==> config.mk <==
export PLATFORM = sky130hd
export DESIGN_NAME = lamp_sequencer_flat
export DESIGN_NICKNAME = d
export VERILOG_FILES = /design/src/rtl/lamp_sequencer_if.sv /design/src/rtl/lamp_sequencer.sv /design/src/flat_wrapper.sv
export SDC_FILE = /design/constraint.sdc
export NUM_CORES = 1
export LEC_CHECK = 0
export ABC_CLOCK_PERIOD_IN_PS = 5230
export CAP_MARGIN = 10
export CELL_PAD_IN_SITES_DETAIL_PLACEMENT = 0
export CELL_PAD_IN_SITES_GLOBAL_PLACEMENT = 1
export CORE_MARGIN = 3
export CORE_UTILIZATION = 52
export DETAILED_ROUTE_END_ITERATION = 8
export DONT_BUFFER_PORTS = 1
export PLACE_DENSITY_LB_ADDON = 0.1
export SYNTH_ARGS = -nofsm -noshare
export SYNTH_HDL_FRONTEND = slang
export SYNTH_SLANG_ARGS = --single-unit
==> constraint.sdc <==
create_clock -name clk_500ms -period 5.23 [get_ports clk_500ms]
set_input_delay 0.7845 -clock clk_500ms [delete_from_list [all_inputs] [get_ports clk_500ms]]
set_output_delay 0.7845 -clock clk_500ms [all_outputs]
set_load 0.05 [all_outputs]
==> src/rtl/lamp_sequencer_if.sv <==
// -----------------------------------------------------------------------------
// lamp_sequencer_if
//   Control / status bundle between a controller (master) and the running-light
//   sequencer (slave). Clock and reset stay plain ports on the sequencer.
//
//   Parameters
//     N_LAMPS  number of lamps in the bank (2..32)
//     CNT_W    width of the repeat count and pass index
//
//   Signals (direction as seen by the sequencer, modport slave)
//     start     in   level; rising edge starts / retriggers a run
//     abort     in   synchronous stop, lamps blank, no done
//     mode      in   pattern select, sampled at the start edge
//     repeat_n  in   number of passes, sampled at the start edge (0 -> 1)
//     lump      out  lamp drive, bit N_LAMPS-1 is the leftmost lamp
//     busy      out  high while a run is in progress
//     done      out  one-cycle pulse after the last pattern of the last pass
//     outreset  out  reset indicator
//     pass_idx  out  current pass, 0-based, 0 when idle
// -----------------------------------------------------------------------------
interface lamp_sequencer_if #(
  parameter int N_LAMPS = 8,
  parameter int CNT_W   = 4
);
  logic               start;
  logic               abort;
  logic [1:0]         mode;
  logic [CNT_W-1:0]   repeat_n;
  logic [N_LAMPS-1:0] lump;
  logic               busy;
  logic               done;
  logic               outreset;
  logic [CNT_W-1:0]   pass_idx;

  // Controller side: drives the commands, observes the status.
  modport master (
    output start,
    output abort,
    output mode,
    output repeat_n,
    input  lump,
    input  busy,
    input  done,
    input  outreset,
    input  pass_idx
  );

  // Sequencer side.
  modport slave (
    input  start,
    input  abort,
    input  mode,
    input  repeat_n,
    output lump,
    output busy,
    output done,
    output outreset,
    output pass_idx
  );
endinterface

==> src/rtl/lamp_sequencer.sv <==
// -----------------------------------------------------------------------------
// lamp_sequencer
//   Parametrised running-light sequencer for the slow (500 ms) clock domain.
//   Drives an N-lamp bank through one of four patterns for a programmable
//   number of passes, then pulses done for one cycle.
//
//   Patterns (N = 8 shown):
//     mode 00  sweep right  80 40 .. 01                  L = N
//     mode 01  sweep left   01 02 .. 80                  L = N
//     mode 10  bounce       80 .. 01 02 .. 40            L = 2N-2
//     mode 11  fill bar     80 C0 .. FF                  L = N
//
//   Ports
//     clk_500ms  in   sequencer clock (divided clock)
//     reset2     in   asynchronous, active-high reset
//     bus        slave modport of lamp_sequencer_if (start, abort, mode,
//                repeat_n in; lump, busy, done, outreset, pass_idx out)
//
//   Every output comes straight from a register; the inputs only reach the
//   next-state logic.
// -----------------------------------------------------------------------------
module lamp_sequencer #(
  parameter int N_LAMPS = 8,
  parameter int CNT_W   = 4
) (
  input  logic            clk_500ms,
  input  logic            reset2,
  lamp_sequencer_if.slave bus
);

  // Step counter must hold up to 2N-3 (bounce); clog2(2N) covers that.
  localparam int SW = $clog2(2 * N_LAMPS);

  localparam logic [SW-1:0]    LAST_LAMP   = SW'(N_LAMPS - 1);
  localparam logic [SW-1:0]    LAST_BOUNCE = SW'(2 * N_LAMPS - 3);
  localparam logic [CNT_W-1:0] ONE_PASS    = CNT_W'(1);

  typedef enum logic {
    S_IDLE = 1'b0,
    S_RUN  = 1'b1
  } state_t;

  // ---------------------------------------------------------------------------
  // Registers
  // ---------------------------------------------------------------------------
  state_t             r_state;
  logic [SW-1:0]      r_step;
  logic [CNT_W-1:0]   r_pass;
  logic [CNT_W-1:0]   r_rep;
  logic [1:0]         r_mode;
  logic [N_LAMPS-1:0] r_lump;
  logic               r_busy;
  logic               r_done;
  logic               r_start_q;
  logic               r_outreset;

  // ---------------------------------------------------------------------------
  // Next-state wires
  // ---------------------------------------------------------------------------
  state_t             w_state_next;
  logic [SW-1:0]      w_step_next;
  logic [CNT_W-1:0]   w_pass_next;
  logic [CNT_W-1:0]   w_rep_next;
  logic [1:0]         w_mode_next;
  logic [N_LAMPS-1:0] w_lump_next;
  logic               w_busy_next;
  logic               w_done_next;

  logic               w_st_edge;
  logic [CNT_W-1:0]   w_rep_in;
  logic [SW-1:0]      w_last_step;
  logic [CNT_W-1:0]   w_last_pass;

  // ---------------------------------------------------------------------------
  // Pattern generator: lamp word for a given mode and step.
  // ---------------------------------------------------------------------------
  function automatic logic [N_LAMPS-1:0] f_pattern(
    input logic [1:0]    m,
    input logic [SW-1:0] s
  );
    logic [N_LAMPS-1:0] one_hot;
    logic [N_LAMPS-1:0] all_ones;
    logic [N_LAMPS-1:0] p;
    one_hot  = {{(N_LAMPS-1){1'b0}}, 1'b1};
    all_ones = {N_LAMPS{1'b1}};
    p        = '0;
    case (m)
      2'b00: p = one_hot << (LAST_LAMP - s);
      2'b01: p = one_hot << s;
      2'b10: begin
        // First half walks right from the MSB; second half walks back left,
        // starting one lamp above the LSB so the end lamps are not repeated.
        if (s <= LAST_LAMP) begin
          p = one_hot << (LAST_LAMP - s);
        end else begin
          p = one_hot << (s - LAST_LAMP);
        end
      end
      default: begin
        // Fill bar: top (s+1) lamps lit. s+1 never exceeds N here.
        p = ~(all_ones >> (s + SW'(1)));
      end
    endcase
    return p;
  endfunction

  // ---------------------------------------------------------------------------
  // Combinational helpers
  // ---------------------------------------------------------------------------
  assign w_st_edge   = bus.start & ~r_start_q;
  assign w_rep_in    = (bus.repeat_n == '0) ? ONE_PASS : bus.repeat_n;
  assign w_last_step = (r_mode == 2'b10) ? LAST_BOUNCE : LAST_LAMP;
  // r_rep is never 0, so this cannot underflow.
  assign w_last_pass = r_rep - ONE_PASS;

  // ---------------------------------------------------------------------------
  // FSM state register and datapath registers
  // ---------------------------------------------------------------------------
  always_ff @(posedge clk_500ms or posedge reset2) begin
    if (reset2) begin
      r_state    <= S_IDLE;
      r_step     <= '0;
      r_pass     <= '0;
      r_rep      <= ONE_PASS;
      r_mode     <= 2'b00;
      r_lump     <= '0;
      r_busy     <= 1'b0;
      r_done     <= 1'b0;
      // Held high so a start level present through reset is not an edge.
      r_start_q  <= 1'b1;
      r_outreset <= 1'b1;
    end else begin
      r_state    <= w_state_next;
      r_step     <= w_step_next;
      r_pass     <= w_pass_next;
      r_rep      <= w_rep_next;
      r_mode     <= w_mode_next;
      r_lump     <= w_lump_next;
      r_busy     <= w_busy_next;
      r_done     <= w_done_next;
      r_start_q  <= bus.start;
      // Indicator drops on the first clock after reset is released.
      r_outreset <= 1'b0;
    end
  end

  // ---------------------------------------------------------------------------
  // FSM next-state / output logic
  // Priority: abort > start edge (from any state) > normal stepping.
  // ---------------------------------------------------------------------------
  always_comb begin
    w_state_next = r_state;
    w_step_next  = r_step;
    w_pass_next  = r_pass;
    w_rep_next   = r_rep;
    w_mode_next  = r_mode;
    w_lump_next  = r_lump;
    w_busy_next  = r_busy;
    w_done_next  = 1'b0;

    if (bus.abort) begin
      w_state_next = S_IDLE;
      w_step_next  = '0;
      w_pass_next  = '0;
      w_lump_next  = '0;
      w_busy_next  = 1'b0;
    end else if (w_st_edge) begin
      // Start or retrigger: resample mode / repeat count, show step 0 now.
      w_state_next = S_RUN;
      w_mode_next  = bus.mode;
      w_rep_next   = w_rep_in;
      w_step_next  = '0;
      w_pass_next  = '0;
      w_lump_next  = f_pattern(bus.mode, '0);
      w_busy_next  = 1'b1;
    end else begin
      case (r_state)
        S_IDLE: begin
          w_step_next = '0;
          w_pass_next = '0;
          w_lump_next = '0;
          w_busy_next = 1'b0;
        end
        S_RUN: begin
          if (r_step < w_last_step) begin
            w_step_next = r_step + SW'(1);
            w_lump_next = f_pattern(r_mode, r_step + SW'(1));
          end else if (r_pass < w_last_pass) begin
            w_pass_next = r_pass + ONE_PASS;
            w_step_next = '0;
            w_lump_next = f_pattern(r_mode, '0);
          end else begin
            w_state_next = S_IDLE;
            w_step_next  = '0;
            w_pass_next  = '0;
            w_lump_next  = '0;
            w_busy_next  = 1'b0;
            w_done_next  = 1'b1;
          end
        end
        default: begin
          w_state_next = S_IDLE;
          w_lump_next  = '0;
          w_busy_next  = 1'b0;
        end
      endcase
    end
  end

  // ---------------------------------------------------------------------------
  // Outputs
  // ---------------------------------------------------------------------------
  assign bus.lump     = r_lump;
  assign bus.busy     = r_busy;
  assign bus.done     = r_done;
  assign bus.outreset = r_outreset;
  assign bus.pass_idx = r_pass;

endmodule

==> src/flat_wrapper.sv <==
// flat-port wrapper written by rule: the top's interface ports become plain ports
module lamp_sequencer_flat 
#(
  parameter int N_LAMPS = 8,
  parameter int CNT_W   = 4
)
  (clk_500ms, reset2, bus_start, bus_abort, bus_mode, bus_repeat_n, bus_lump, bus_busy, bus_done, bus_outreset, bus_pass_idx);
  lamp_sequencer_if #(.N_LAMPS(N_LAMPS), .CNT_W(CNT_W)) bus_i ();
  input  logic clk_500ms;
  input  logic reset2;
  input wire logic [$bits(bus_i.start)-1:0] bus_start;
  input wire logic [$bits(bus_i.abort)-1:0] bus_abort;
  input wire logic [$bits(bus_i.mode)-1:0] bus_mode;
  input wire logic [$bits(bus_i.repeat_n)-1:0] bus_repeat_n;
  output wire logic [$bits(bus_i.lump)-1:0] bus_lump;
  output wire logic [$bits(bus_i.busy)-1:0] bus_busy;
  output wire logic [$bits(bus_i.done)-1:0] bus_done;
  output wire logic [$bits(bus_i.outreset)-1:0] bus_outreset;
  output wire logic [$bits(bus_i.pass_idx)-1:0] bus_pass_idx;
  assign bus_i.start = bus_start;
  assign bus_i.abort = bus_abort;
  assign bus_i.mode = bus_mode;
  assign bus_i.repeat_n = bus_repeat_n;
  assign bus_lump = bus_i.lump;
  assign bus_busy = bus_i.busy;
  assign bus_done = bus_i.done;
  assign bus_outreset = bus_i.outreset;
  assign bus_pass_idx = bus_i.pass_idx;
  lamp_sequencer #(.N_LAMPS(N_LAMPS), .CNT_W(CNT_W)) u_core (.clk_500ms(clk_500ms), .reset2(reset2), .bus(bus_i));
endmodule
==> results.tsv <==
metric	value	unit
dieHeight	65.0	µm
vias	1373	
intPower	0.286	mW
setup_viol	0	
hold_viol	0	
max-vdd-ir-drop	0.000144	V
routedWlPerCell	16.6	µm
swShare	31.6	%
drive_above_1_share	13.8	%
grt_usage	19.7	%
min_period_over_period	50.2	%
cp_max_fo	13	
yosysWarnings	0	
finalCriticalPeriod	2.62	ns
pwr-share-seq	60.0	%
die_w	65.0	µm
p_comb_share	18.9	%
final_net_count	208	
cts_tree	built	
finalPower	0.419	mW
first_pass_iters	4	
syn_area_per_cell	9.80	µm²
setup_tns	0	ns
path_clk_slew	0.14	ns
fin_worst_skew	0.00995	ns
post_cts_buffers	0	
status	finished clean	
grt_start_max_net_pins	28	
place_congestion	0.861	
end_kind	register	
synthArstFlopShare	100	%
cts_buffers	3	
pwr-share-clk	21.2	%
first_global_vias	1327	
dp.final_hpwl	2970	µm
power_switching	0.133	mW
slew_viol_final	0	
ios	25	
synthDistinctLibCells	53	
antenna_found_initial	0	
fmaxAchievable	381	MHz
start_kind	register	
synth_area_leader_cell	dfrtp_1	
synth_top_area_share	33.1	%
rsz0062_at_grt	false	
synthTopCellsByArea	dfrtp_1, ha_1, dfstp_2	
overflow	0	
cts_hold_buffers	0	
core-area	3180	µm²
nFillCells	293	
syn_area	1810	µm²
drc	0	
antenna_cells	0	
p_per_area	230	nW/µm²
via_per_inst	6.10	
hold_class	in -> reg	
clock_sinks	27	
arrival	2.85	ns
initial_utilization	57.0	%
drtAntennaViolNets	0	
rows	20	
crit_required	5.46	ns
ys.flop_type	dfrtp_1	
cts_resized	0	
ys_ff_latch	27	
routed_wl	3730	µm
area.growth.synth_to_final	0.483	%
grt_pass1_wl	6500	µm
syn-num-nets	211	
cts.htree.levels	1	
maxCapViolations	0	
synth_edf_count	0	
synthCells	185	
insertion_delay	0.33	ns
worstMarginPinSlew	0.944	ns
root_buffer	clkbuf_4	
cts_max_path_buffers	2	
crit_type	reg -> reg	
dieArea	4230	µm²
portBuffers	0	
yosysSeqAreaShare	37.5	%
relSlewSlack	37.0	%
drt_iter0_markers	136	
cellLeakagePower	0.776	nW
==> power groups by stage <==
| stage | Sequential [mW] | Clock, mW | Combinational (mW) |
|---|---|---|---|
| final | 0.251 | 0.0888 | 0.0790 |
| after floorplan | 0.245 | 0 | 0.0817 |
| after global routing | 0.254 | 0.100 | 0.0907 |
| after CTS | 0.251 | 0.0929 | 0.0785 |
| after detailed placement | 0.255 | 0 | 0.0782 |
| after global placement | 0.254 | 0 | 0.0753 |
==> metal layers <==
| layer | global-route usage, % | wire length, µm |
|---|---|---|
| met5 | 0 | 0 |
| met1 | 28.7 | 1800 |
| met2 | 29.8 | 1650 |
| met4 | 4.66 | 24 |
| met3 | 4.33 | 257 |
==> worst paths after layout <==
check,depth (start not counted),end,startpoint,slack [ns]
worst min-delay path,0,u_core.r_start_q,bus_start,0.43
min in group asynchronous,1,u_core.r_rep[3],reset2,0.54
worst max-delay path,8,u_core.bus.lump[5],u_core.r_step[0],2.61
worst max register to register,8,u_core.bus.lump[5],u_core.r_step[0],2.61
worst min register to register,2,u_core.r_rep[0],u_core.r_rep[0],0.55
max in group asynchronous,1,u_core.r_step[2],reset2,4.11
==> final cells by class <==
cell class	instances	area (µm²)	area share (%)
clock buffer	3	22.5	1.24
sequential	27	679	37.3
inverter	10	37.5	2.06
clock inverter	1	7.51	0.412
multi-input combinational	140	1020	56.0
tap	44	55.1	3.02
==> registers in the layout, summed over array words and instances, names as in the netlist <==
signal and count:
u_core.r_rep 4, u_core.bus.done 1, u_core.r_mode 2, u_core.r_step 4
u_core.r_state 1, u_core.bus.busy 1, u_core.bus.pass_idx 4, u_core.bus.outreset 1
u_core.bus.lump 8, u_core.r_start_q 1
==> Yosys cell counts (2+ instances only) <==
cell / n
dfrtp_1: 24
nor2_1: 17
ha_1: 16
nand2_1: 13
a21oi_1: 11
o21ai_0: 10
inv_1: 9
nor3_1: 8
nand2b_1: 5
nand3_1: 5
mux2_2: 4
xnor2_1: 4
a211oi_1: 3
a221oi_1: 3
clkbuf_1: 3
dfstp_2: 3
nor4_1: 3
and3_1: 2
buf_4: 2
mux2i_1: 2
nand3b_1: 2
nand4_1: 2
o22ai_1: 2
o41ai_1: 2
or3_1: 2
==> cells in the final DEF (no fill, tap or decap), types with 5 or more instances in the layout <==
cell type,n
nand2b_1,5
dfrtp_1,24
a21oi_1,11
nand2_1,13
inv_1,9
nor3_1,8
ha_1,16
o21ai_0,10
nand3_1,5
nor2_1,17
==> worst max-delay path, cell delays in order, from the launching register on <==
cell,delay [ns]
dfrtp_1,0.60
ha_1,0.41
xnor2_4,0.19
inv_2,0.08
ha_1,0.33
nand2_1,0.07
nor3_1,0.40
a221oi_1,0.16
nor4b_1,0.29
==> kinds of logic after synthesis <==
family | count (synthesis) | share of synthesized area (%)
buffers and inverters | 18 | 6.28
adders and majority gates | 16 | 11.0
xor gates and xnor gates | 6 | 3.93
AOI/OAI and AO/OA | 43 | 17.5
and+or+nand+nor | 67 | 19.2
muxes | 7 | 4.35
other | 1 | 0.207
DFF | 27 | 37.5
==> through the flow <==
step	hold slack (ns)	util, %	setup slack, ns	instances	area [µm²]
floorplan	0.494	-	3.03	185	1810
global placement	0.512	56.4	2.76	221	1790
detailed placement	0.530	56.4	2.63	221	1790
CTS	0.418	57.3	2.59	225	1820
global route	0.399	57.3	2.32	225	1820
finish	0.431	57.3	2.61	225	1820
Power figures use the tool's default switching activity.
